--- config.mk ---
export PLATFORM = sky130hd
export DESIGN_NAME = bcd_7seg_scan
export DESIGN_NICKNAME = d
export VERILOG_FILES = /design/src/rtl/bcd_7seg_scan.sv
export SDC_FILE = /design/constraint.sdc
export NUM_CORES = 1
export LEC_CHECK = 0
export CAP_MARGIN = 20
export CORE_MARGIN = 2
export CORE_UTILIZATION = 58
export CTS_CLUSTER_DIAMETER = 200
export DETAILED_ROUTE_END_ITERATION = 8
export GPL_TIMING_DRIVEN = 0
export PLACE_DENSITY = 0.95
export SYNTH_ARGS = -nofsm -noshare
export SYNTH_HDL_FRONTEND = slang
export SYNTH_SLANG_ARGS = --single-unit
--- constraint.sdc ---
create_clock -name clk -period 4.8 [get_ports clk]
set_clock_uncertainty 0.1 [all_clocks]
set_input_delay 0.48 -clock clk [delete_from_list [all_inputs] [get_ports clk]]
set_output_delay 0.48 -clock clk [all_outputs]
set_load 0.05 [all_outputs]
--- src/rtl/bcd_7seg_scan.sv ---
`default_nettype none
// ============================================================================
// Module      : bcd_7seg_scan
// Description : 4-digit common-anode 7-segment scanner. Snapshots the BCD
//               digits once per frame, time-multiplexes them with a prescaled
//               scan, inserts a dark guard at the start of every slot and
//               blanks leading zeros.
// Revision    : 1.0 - initial release
// ============================================================================
module bcd_7seg_scan #(
  parameter int DIV   = 50000,
  parameter int GUARD = 2
) (
  input  logic       clk,
  input  logic       rst_n,
  input  logic [3:0] thousands,
  input  logic [3:0] hundreds,
  input  logic [3:0] tens,
  input  logic [3:0] ones,
  input  logic [3:0] dp_sel,
  output logic [3:0] an,
  output logic [6:0] seg,
  output logic       dp,
  output logic       frame_start
);

  localparam int              CW      = (DIV > 1) ? $clog2(DIV) : 1;
  localparam logic [CW-1:0]   C_LAST  = CW'(DIV - 1);
  localparam logic [CW-1:0]   C_GUARD = CW'(GUARD);
  localparam logic [6:0]      C_DARK  = 7'h7F;

  logic [CW-1:0] r_cnt;
  logic [1:0]    r_idx;
  logic [3:0]    r_sh_th, r_sh_hu, r_sh_te, r_sh_on;
  logic [3:0]    r_sh_dp;
  logic          w_tick;
  logic          w_snap;
  logic [3:0]    w_digit;
  logic          w_blank;
  logic [3:0]    r_an;
  logic [6:0]    r_seg;
  logic          r_dp;
  logic          r_frame_start;

  // Segment pattern {g,f,e,d,c,b,a}, active low; invalid BCD shows a dash.
  function automatic logic [6:0] enc(input logic [3:0] d);
    case (d)
      4'd0:    enc = 7'h40;
      4'd1:    enc = 7'h79;
      4'd2:    enc = 7'h24;
      4'd3:    enc = 7'h30;
      4'd4:    enc = 7'h19;
      4'd5:    enc = 7'h12;
      4'd6:    enc = 7'h02;
      4'd7:    enc = 7'h78;
      4'd8:    enc = 7'h00;
      4'd9:    enc = 7'h10;
      default: enc = 7'h3F;
    endcase
  endfunction

  assign w_tick = (r_cnt == C_LAST);
  assign w_snap = w_tick && (r_idx == 2'd3);

  // Prescaler and digit index: advance to the next digit at the end of each slot.
  always_ff @(posedge clk or negedge rst_n) begin
    if (!rst_n) begin
      r_cnt <= '0;
      r_idx <= 2'd0;
    end else begin
      r_cnt <= w_tick ? '0 : r_cnt + 1'b1;
      if (w_tick) r_idx <= r_idx + 2'd1;
    end
  end

  // Frame snapshot: inputs are captured only at the end of the thousands slot.
  always_ff @(posedge clk or negedge rst_n) begin
    if (!rst_n) begin
      r_sh_th       <= 4'd0;
      r_sh_hu       <= 4'd0;
      r_sh_te       <= 4'd0;
      r_sh_on       <= 4'd0;
      r_sh_dp       <= 4'd0;
      r_frame_start <= 1'b0;
    end else begin
      r_frame_start <= w_snap;
      if (w_snap) begin
        r_sh_th <= thousands;
        r_sh_hu <= hundreds;
        r_sh_te <= tens;
        r_sh_on <= ones;
        r_sh_dp <= dp_sel;
      end
    end
  end

  // Select the current digit and decide whether it is a leading zero.
  always_comb begin
    w_digit = r_sh_on;
    w_blank = 1'b0;
    case (r_idx)
      2'd0: begin
        w_digit = r_sh_on;
        w_blank = 1'b0;
      end
      2'd1: begin
        w_digit = r_sh_te;
        w_blank = (r_sh_th == 4'd0) && (r_sh_hu == 4'd0) && (r_sh_te == 4'd0);
      end
      2'd2: begin
        w_digit = r_sh_hu;
        w_blank = (r_sh_th == 4'd0) && (r_sh_hu == 4'd0);
      end
      default: begin
        w_digit = r_sh_th;
        w_blank = (r_sh_th == 4'd0);
      end
    endcase
  end

  // Registered pin drive: dark during the guard, otherwise the selected digit.
  always_ff @(posedge clk or negedge rst_n) begin
    if (!rst_n) begin
      r_an  <= 4'b1111;
      r_seg <= C_DARK;
      r_dp  <= 1'b1;
    end else if (r_cnt < C_GUARD) begin
      r_an  <= 4'b1111;
      r_seg <= C_DARK;
      r_dp  <= 1'b1;
    end else begin
      r_an  <= ~(4'b0001 << r_idx);
      r_seg <= w_blank ? C_DARK : enc(w_digit);
      r_dp  <= ~r_sh_dp[r_idx];
    end
  end

  assign an          = r_an;
  assign seg         = r_seg;
  assign dp          = r_dp;
  assign frame_start = r_frame_start;

endmodule
`default_nettype wire

==> results of run 1 <==
[cells by family after synthesis]
group,after synthesis,synth area share
buffers and inverters,15,0.0297
AND/OR/NAND/NOR,62,0.136
adder cells (fa/ha/maj),9,0.0461
flip-flops,51,0.528
AO/OA/AOI/OAI,22,0.0609
XOR/XNOR,14,0.0502
multiplexers,25,0.149
[layer usage]
metal / track usage / wire, um
met1: 0.311 / 2080
met3: 0.0649 / 187
met2: 0.368 / 2400
met5: 0 / 0
met4: 0.0956 / 73
[critical path: stages (launching register included)]
cell and delay (ns):
dfrtp_1 0.45, inv_1 0.12, ha_1 0.29, a222oi_1 0.47, mux2i_1 0.28, nor2_1 0.26, a21boi_0 0.19, o21ai_0 0.12
[flip-flops by register name (all words and copies together), names as in the netlist]
signal / cells
r_sh_hu: 4
an: 4
r_sh_te: 4
r_sh_th: 4
r_idx: 2
r_sh_dp: 4
dp: 1
frame_start: 1
seg: 7
r_cnt: 16
r_sh_on: 4
[synth_stat cells (all sizes together)]
cell type  count
dfrtp         39
mux2          22
nand2         16
dfstp         12
nor2          12
inv           10
ha             9
nand3          8
xnor2          8
nor4           7
xor2           6
o21ai          5
a21oi          4
and3           4
nand4          4
nor3           4
a222oi         3
buf            3
a22oi          2
clkbuf         2
mux2i          2
nand3b         2
or3            2
a21boi         1
a21o           1
a22o           1
a31oi          1
and2           1
and4           1
mux4           1
nor2b          1
o211ai         1
o21a           1
o22ai          1
o31ai          1
[metrics by stage]
stage	total power [mW]	instances	hold WS, ns	utilization
floorplan	0.509	198	0.0844	-
global placement	0.547	282	0.344	0.707
detailed placement	0.553	283	0.283	0.711
CTS	0.779	291	0.372	0.732
global route	0.807	291	0.391	0.732
finish	0.778	291	0.376	0.732
[where the power goes]
| part | internal, mW | switching (mW) | leakage [nW] |
|---|---|---|---|
| logic | 0.0443 | 0.0453 | 0.702 |
| clock network | 0.101 | 0.132 | 0.0383 |
| registers | 0.447 | 0.00830 | 0.610 |
[layout make-up]
type,instances,area (sq um),area share
inverter,10,37.5,0.0127
multi-input combinational,132,1080,0.367
tap,50,62.6,0.0212
timing repair buffer,36,365,0.124
clock buffer,7,76.3,0.0259
buffer,5,35.0,0.0119
sequential,51,1290,0.438
[timing repair]
item,4_1_cts,5_1_grt
hold buffers,1,0
endpoints found under the hold margin,10,0
setup endpoints to repair,0,0
[final timing paths]
check,start,slack (ns),to
worst min-delay path,r_cnt[0],0.38,r_cnt[0]
worst max register to register,r_idx[0],2.45,seg[5]
min in group asynchronous,rst_n,0.48,r_cnt[7]
worst max-delay path,r_idx[0],2.45,seg[5]
worst min register to register,r_cnt[0],0.38,r_cnt[0]
max in group asynchronous,rst_n,3.55,an[0]
==> impl_metrics.tcl, run 1 <==
set metrics [dict create \
    reg2reg_depth 7 \
    htree_levels 2 \
    drive_gt1_frac 0.199 \
    routed_via_density 5.71 \
    drv_slew 0 \
    ant_nets 0 \
    drt_first_iter_violations 139 \
    crit_fanout 5 \
    grt_pass1_vias 1668 \
    drv_cap 0 \
    synth.avg_cell_area_sq_um 12.3 \
    ys_seq_elements 51 \
    min_period_ns 2.35 \
    firstDrtPassIters 5 \
    port_buffers 34 \
    cp_data_arrival_time_ns 2.48 \
    layout_commonest_cell "dfrtp_1" \
    grt_max_degree 41 \
    finalCritPeriodShare 0.490 \
    syn-num-nets 229 \
    dp_hpwl_um 3520 \
    cts_buffer_depth 2 \
    dpl-instance-area_sq_um 2860 \
    cts_tree "built" \
    die_area_sq_um 4750 \
    ir_drop_v 0.000206 \
    final_nets 272 \
    critical_path_class "reg2reg" \
    yosysSeqAreaShare 0.528 \
    boundaryPins 35 \
    drc 0 \
    post-synth-top-area-fraction 0.399 \
    grt_first_pass_wirelength_um 7980 \
    fin_area_sq_um 2950 \
    start_util 0.607 \
    cts_sinks 51 \
    cts-root-buf "clkbuf_8" \
    setup_viol 0 \
    num_rows 23 \
    final.setup.worst_slack_ns 2.45 \
    syn-instance-count 198 \
    yosysWarningCount 0 \
    area_growth_pct 20.6 \
    cts.repair.resized 0 \
    place_congestion 0.879 \
    worstHoldPathType "reg2reg" \
    dp_slack_ns 2.43 \
    die_height_um 68.9 \
    post-cts-setup-buffer-count 0 \
    maxSlewHeadroom 0.668 \
    cp.required_ns 4.92 \
    n_antenna_cell 0 \
    grt_use_total 0.235 \
    setup-tns-final_ns 0 \
    rsz0062_at_grt "no" \
    clock_latency_ns 0.31 \
    power_leakage_nw 1.35 \
    wirelength_um 4750 \
    avgRoutedWirePerCell_um 16.3 \
    antenna_found_initial 0 \
    synth_top_area_cell "dfrtp_1" \
    crit_path_end_kind "flop" \
    start_kind "flop" \
    core_area_sq_um 4030 \
    cts_buffers 5 \
    synthTopCellsByArea "dfrtp_1, dfstp_2, mux2_4, ha_1, xnor2_1" \
    num_vias 1662 \
    fmax_mhz 425 \
    worstMarginPinSlew_ns 0.484 \
    clk_pin_slew_worst_paths_ns 0.08 \
    final_cell_mix "dfrtp_1, clkdlybuf4s50_1, mux2_4" \
    hold_violations 0 \
    power.density_nw_per_um2 264 \
    status "completed" \
    min_path_cells 1 \
    grt-ovfl-total 0 \
    synth.distinct_cells 40 \
    chipWidth_um 68.9 \
    fillers 258 \
    syn_area_sq_um 2440 \
]
(Power assumes the default switching activity.)
==> run 2, diff against run 1 <==
--- a/config.mk
+++ b/config.mk
@@ -7,11 +7,11 @@
 export LEC_CHECK = 0
 export CAP_MARGIN = 20
 export CORE_MARGIN = 2
-export CORE_UTILIZATION = 58
+export CORE_UTILIZATION = 49
 export CTS_CLUSTER_DIAMETER = 200
 export DETAILED_ROUTE_END_ITERATION = 8
 export GPL_TIMING_DRIVEN = 0
-export PLACE_DENSITY = 0.95
+export PLACE_DENSITY = 0.88
 export SYNTH_ARGS = -nofsm -noshare
 export SYNTH_HDL_FRONTEND = slang
 export SYNTH_SLANG_ARGS = --single-unit
==> constraint.sdc (replaced) <==
create_clock -name clk -period 1.9 [get_ports clk]
set_clock_uncertainty 0.1 [all_clocks]
set_input_delay 0.19 -clock clk [delete_from_list [all_inputs] [get_ports clk]]
set_output_delay 0.19 -clock clk [all_outputs]
set_load 0.05 [all_outputs]
==> impl_metrics.tcl, run 2 (synthesis results as in run 1) <==
set metrics [dict create \
    status "finished with violations" \
    violations "setup timing" \
    die_height_um 74.6 \
    cp.required_ns 2.03 \
    power.density_nw_per_um2 619 \
    ir_drop_v 0.000287 \
    place_congestion 0.836 \
    crit_path_end_kind "flop" \
    final_nets 287 \
    ant_nets 0 \
    cpPeakStageDelay_ns 0.67 \
    path_cells "inv_4, ha_4, a222oi_1, mux2i_4, and2_4, a31oi_2, nand3_1" \
    grt_first_pass_wirelength_um 9320 \
    layout_commonest_cell "dfrtp_1" \
    hold_violations 0 \
    cp_data_arrival_time_ns 2.46 \
    start_kind "flop" \
    firstDrtPassIters 5 \
    final.setup.worst_slack_ns -0.422 \
    timing.rr.start "r_idx[0]" \
    drive_gt1_frac 0.370 \
    core_area_sq_um 4750 \
    rsz0062_at_grt "yes" \
    pwr-share-comb 0.123 \
    clk_pin_slew_worst_paths_ns 0.10 \
    wirelength_um 6110 \
    multi_input_area_sq_um 1230 \
    slowest_stage "a222oi_1" \
    fillers 332 \
    drt_first_iter_violations 283 \
    power_leakage_nw 1.46 \
    min_period_ns 2.32 \
    boundaryPins 35 \
    num_vias 1873 \
    total_power_mw 2.01 \
    avgRoutedWirePerCell_um 18.9 \
    reg2reg_to "seg[0]" \
    fmax_mhz 431 \
    cts_sinks 51 \
    clock_latency_ns 0.30 \
    cts_buffers 5 \
    start_util 0.514 \
    area_growth_pct 32.9 \
    crit_fanout 6 \
    switching_power_mw 0.506 \
    drv_slew 0 \
    dp_hpwl_um 3430 \
    critical_path_class "reg2reg" \
    clkPwrFrac 0.305 \
    num_rows 25 \
    seq_power_share 0.572 \
    crit_path_start "r_idx[0]" \
    cts-root-buf "clkbuf_8" \
    drv_cap 0 \
    netSwitchingFraction 0.252 \
    ff2ff_setup_slack_ns -0.42 \
    grt-ovfl-total 0 \
    fin_hold_ws_ns 0.260 \
    n_antenna_cell 0 \
    intPower_mw 1.51 \
    crit_path_end "seg[0]" \
    seq_area_sq_um 1300 \
    antenna_found_initial 0 \
    die_area_sq_um 5570 \
    cts_buffer_depth 2 \
    grt_use_total 0.227 \
    routed_via_density 5.78 \
    worstMarginPinSlew_ns 0.729 \
    htree_levels 2 \
    finalCritPeriodShare 1.22 \
    reg2reg_depth 7 \
    worstHoldPathType "in2async" \
    port_buffers 34 \
    final_cell_mix "dfrtp_1, clkdlybuf4s50_1, mux2_4" \
    chipWidth_um 74.6 \
    dp_slack_ns -0.377 \
    largest_reg_flops 16 \
    cts_tree "built" \
    top_register "r_cnt" \
    drc 0 \
    grt_pass1_vias 1895 \
    setup_viol 27 \
    grt_max_degree 33 \
    maxSlewHeadroom 0.514 \
]
==> run 2: changes by cell type in the layout (fill, tap and decap cells not counted), sizes merged <==
| cell | previous run | this run |
|---|---|---|
| clkinv | 0 | 1 |
| dlygate4sd2 | 0 | 12 |
| buf | 5 | 21 |
| clkdlybuf4s50 | 33 | 21 |
| clkbuf | 9 | 8 |
==> run 2: worst max-delay path, delay by kind of cell, from the launching register on <==
family                   cells  cell delay [ns]
adder cells (fa/ha/maj)      1             0.18
buffers and inverters        1             0.07
flip-flops                   1             0.44
multiplexers                 1             0.24
AND/OR/NAND/NOR              2             0.35
AO/OA/AOI/OAI                2             0.89
==> run 2: through the flow <==
step / util / std cells / setup TNS (ns) / cell area [sq um]
finish: 0.683 / 324 / -4.08 / 3250
global route: 0.683 / 324 / -5.11 / 3250
CTS: 0.664 / 319 / -3.55 / 3160
detailed placement: 0.608 / 300 / -4.31 / 2890
global placement: 0.605 / 299 / -36.64 / 2880
floorplan: - / 198 / -0.0249 / 2450
==> run 2: worst min path at each step <==
| stage | startpoint | end | depth (start not counted) |
|---|---|---|---|
| after CTS | rst_n | r_cnt[9] | 2 |
| final | rst_n | r_cnt[5] | 2 |
| after global placement | r_cnt[0] | r_cnt[0] | 1 |
| after global routing | rst_n | r_cnt[5] | 2 |
| after floorplan | rst_n | frame_start | 0 |
| after detailed placement | rst_n | r_cnt[6] | 1 |
==> run 2: power groups by stage <==
stage	sequential (mW)	clock, mW	combinational [mW]
floorplan	1.21	0	0.0716
global placement	1.17	0	0.216
detailed placement	1.17	0	0.226
CTS	1.15	0.606	0.237
global route	1.15	0.660	0.265
finish	1.15	0.613	0.247
==> run 2: repair_timing <==
item | CTS | global route
buffers inserted | 11 | 5
cloned | 0 | 0
hold buffers | 1 | 0
resized for setup | 40 | 11
pin swaps | 7 | 4
hold endpoints to repair | 10 | 0
setup endpoints to repair | 39 | 37
==> run 2: layout make-up <==
| type | instances | area share |
|---|---|---|
| inverters | 10 | 0.0123 |
| clock buffers | 7 | 0.0235 |
| clock inverters | 1 | 0.00154 |
| multi-input cells | 132 | 0.380 |
| plain buffers | 4 | 0.0119 |
| well taps | 67 | 0.0258 |
| flip-flops and latches | 51 | 0.399 |
| repair buffers | 52 | 0.146 |
==> run 2: per-layer routing <==
layer / part of all wire / track usage / up-vias
li1: - / - / 814
met1: 0.40 / 0.278 / 953
met2: 0.51 / 0.366 / 87
met3: 0.049 / 0.0402 / 19
met4: 0.037 / 0.161 / 0
met5: 0 / 0 / -
==> run 3, diff against run 2 <==
--- a/config.mk
+++ b/config.mk
@@ -5,13 +5,14 @@
 export SDC_FILE = /design/constraint.sdc
 export NUM_CORES = 1
 export LEC_CHECK = 0
+export ABC_AREA = 1
 export CAP_MARGIN = 20
-export CORE_MARGIN = 2
 export CORE_UTILIZATION = 49
 export CTS_CLUSTER_DIAMETER = 200
 export DETAILED_ROUTE_END_ITERATION = 8
 export GPL_TIMING_DRIVEN = 0
-export PLACE_DENSITY = 0.88
+export PLACE_DENSITY = 0.87
+export SETUP_SLACK_MARGIN = 0.2
 export SYNTH_ARGS = -nofsm -noshare
 export SYNTH_HDL_FRONTEND = slang
 export SYNTH_SLANG_ARGS = --single-unit
==> impl_metrics.tcl, run 3 <==
set metrics [dict create \
    status "finished with violations" \
    violations "setup timing" \
    finalCritPeriodShare 1.05 \
    synth.distinct_cells 30 \
    finish.utilization 0.714 \
    worstMarginPinSlew_ns 0.587 \
    ir_drop_v 0.000365 \
    drive_gt1_frac 0.347 \
    final_cell_mix "nand2_1, dfrtp_1, nor2_1, nand2_2" \
    maxSlewHeadroom 0.609 \
    yosysSeqAreaShare 0.501 \
    boundaryPins 35 \
    chipWidth_um 74.5 \
    syn_area_sq_um 2580 \
    power_leakage_nw 1.68 \
    crit_path_end_kind "flop" \
    yosysWarningCount 0 \
    die_height_um 74.5 \
    grt_use_total 0.219 \
    fin_hold_ws_ns 0.294 \
    synth-main-ff-cell "dfrtp_1" \
    grt_max_degree 28 \
    power.density_nw_per_um2 493 \
    start_kind "flop" \
    synthTopCellsByArea "dfrtp_1, nand2_1, dfstp_2, nor2_1, ha_1" \
    antenna_found_initial 0 \
    grt-ovfl-total 0 \
    drv_cap 0 \
    cts_sinks 51 \
    crit_fanout 5 \
    htree_levels 2 \
    place_congestion 0.915 \
    synth_edf_count 0 \
    wirelength_um 6770 \
    synth_top_area_cell "dfrtp_1" \
    setup-tns-final_ns -0.198 \
    hold_violations 0 \
    syn-instance-count 315 \
    timing.rr.start "r_idx[1]" \
    clock_latency_ns 0.32 \
    core_area_sq_um 5070 \
    ff2ff_setup_slack_ns -0.1 \
    ys_seq_elements 51 \
    reg2reg_depth 12 \
    setup_viol 6 \
    synthArstFlopShare 1.00 \
    n_antenna_cell 0 \
    final_nets 416 \
    total_power_mw 1.79 \
    start_util 0.508 \
    yosysMostFrequentCell "nand2_1" \
    largest_reg_flops 16 \
    cts-root-buf "clkbuf_8" \
    worstHoldPathType "in2async" \
    drt_first_iter_violations 254 \
    drc 0 \
    drv_slew 0 \
    rsz0062_at_grt "yes" \
    dp_hpwl_um 3690 \
    crit_top_cell "nand2_1" \
    cp_data_arrival_time_ns 2.16 \
    port_buffers 34 \
    synth.avg_cell_area_sq_um 8.18 \
    ant_nets 0 \
    min_period_ns 2.00 \
    final.setup.worst_slack_ns -0.0962 \
    cts_buffer_depth 2 \
    critical_path_class "reg2reg" \
    cts_buffers 5 \
    syn-num-nets 346 \
    cts_tree "built" \
    num_vias 2415 \
    firstDrtPassIters 5 \
    cpLargestDelayFamily "simple AND/OR/NAND/NOR gates" \
    synthTopCellsByCount "nand2_1, dfrtp_1, nor2_1" \
    avgRoutedWirePerCell_um 14.8 \
    grt_first_pass_wirelength_um 9110 \
    path_cells "inv_4, ha_4, nand2_2, nand2_1, nor2_2, nor2_2, inv_2, ha_4, or2_4, nand2_2, nand2_1, nand2_1" \
    cpPeakStageDelay_ns 0.49 \
    reg2reg_to "seg[3]" \
    critical_path_buf_inv_count 2 \
    top_register "r_cnt" \
    grt_pass1_vias 2072 \
    layout_commonest_cell "nand2_1" \
    post-synth-top-area-fraction 0.379 \
    clk_pin_slew_worst_paths_ns 0.10 \
    num_rows 26 \
    die_area_sq_um 5550 \
    slowest_stage "dfrtp_2" \
    fmax_mhz 501 \
    cp.required_ns 2.07 \
    routed_via_density 5.30 \
    area_growth_pct 40.7 \
]
[run 3: worst max path at each step]
stage                  start        to  slack [ns]  cells after the start
floorplan           r_idx[0]    seg[3]        0.06                     12
global placement       rst_n  r_idx[0]       -0.99                      1
detailed placement  r_idx[0]    seg[3]       -0.09                     12
CTS                 r_idx[1]    seg[3]       0.003                     12
global route        r_idx[1]    seg[3]       -0.16                     12
finish              r_idx[1]    seg[3]        -0.1                     12
[run 3: metal layers]
metal / global-route usage / part of all wire / routed length (um)
met3: 0.0393 / 0.063 / 427
met2: 0.358 / 0.52 / 3480
met4: 0.107 / 0.027 / 180
met1: 0.279 / 0.40 / 2670
met5: 0 / 0 / 0
[run 3: cell type report]
type                            count  area [sq um]
Clock buffer                        6          72.6
Timing Repair Buffer               63           592
Sequential cell                    51          1290
Inverter                           28           123
Multi-Input combinational cell    232          1390
Fill cell                         349          1450
Tap cell                           70          87.6
Clock inverter                      2          12.5
Buffer                              4          57.6
[run 3: logic make-up (layout without fill, tap and decap cells)]
logic type | Yosys count | count (layout) | share of synthesized area
AOI/OAI and AO/OA | 19 | 19 | 0.0393
xor gates and xnor gates | 5 | 5 | 0.0170
adders and majority gates | 9 | 9 | 0.0437
buffers and inverters | 32 | 103 | 0.0607
DFF | 51 | 51 | 0.501
and+or+nand+nor | 199 | 199 | 0.338
[run 3: stage by stage]
stage	std cells	area (sq um)	worst slack (ns)
after floorplan	315	2640	0.0577
after CTS	440	3320	0.00315
after global placement	419	3070	-0.990
final	456	3630	-0.0962
after global routing	456	3630	-0.158
after detailed placement	420	3080	-0.0918
[run 3: repair_timing]
| item | CTS | global route |
|---|---|---|
| hold buffers | 1 | 0 |
| endpoints found under the setup margin | 31 | 31 |
| hold endpoints to repair | 21 | 0 |
| resized for setup | 35 | 51 |
| cloned | 0 | 2 |
| setup buffers | 11 | 14 |
| pin swaps | 10 | 28 |
[run 3: report_power, final]
part	total [mW]	switching (mW)	leakage [nW]	internal, mW
combinational	0.0686	0.0270	1.09	0.0416
sequential	1.09	0	0.548	1.09
clock	0.635	0.376	0.0412	0.258
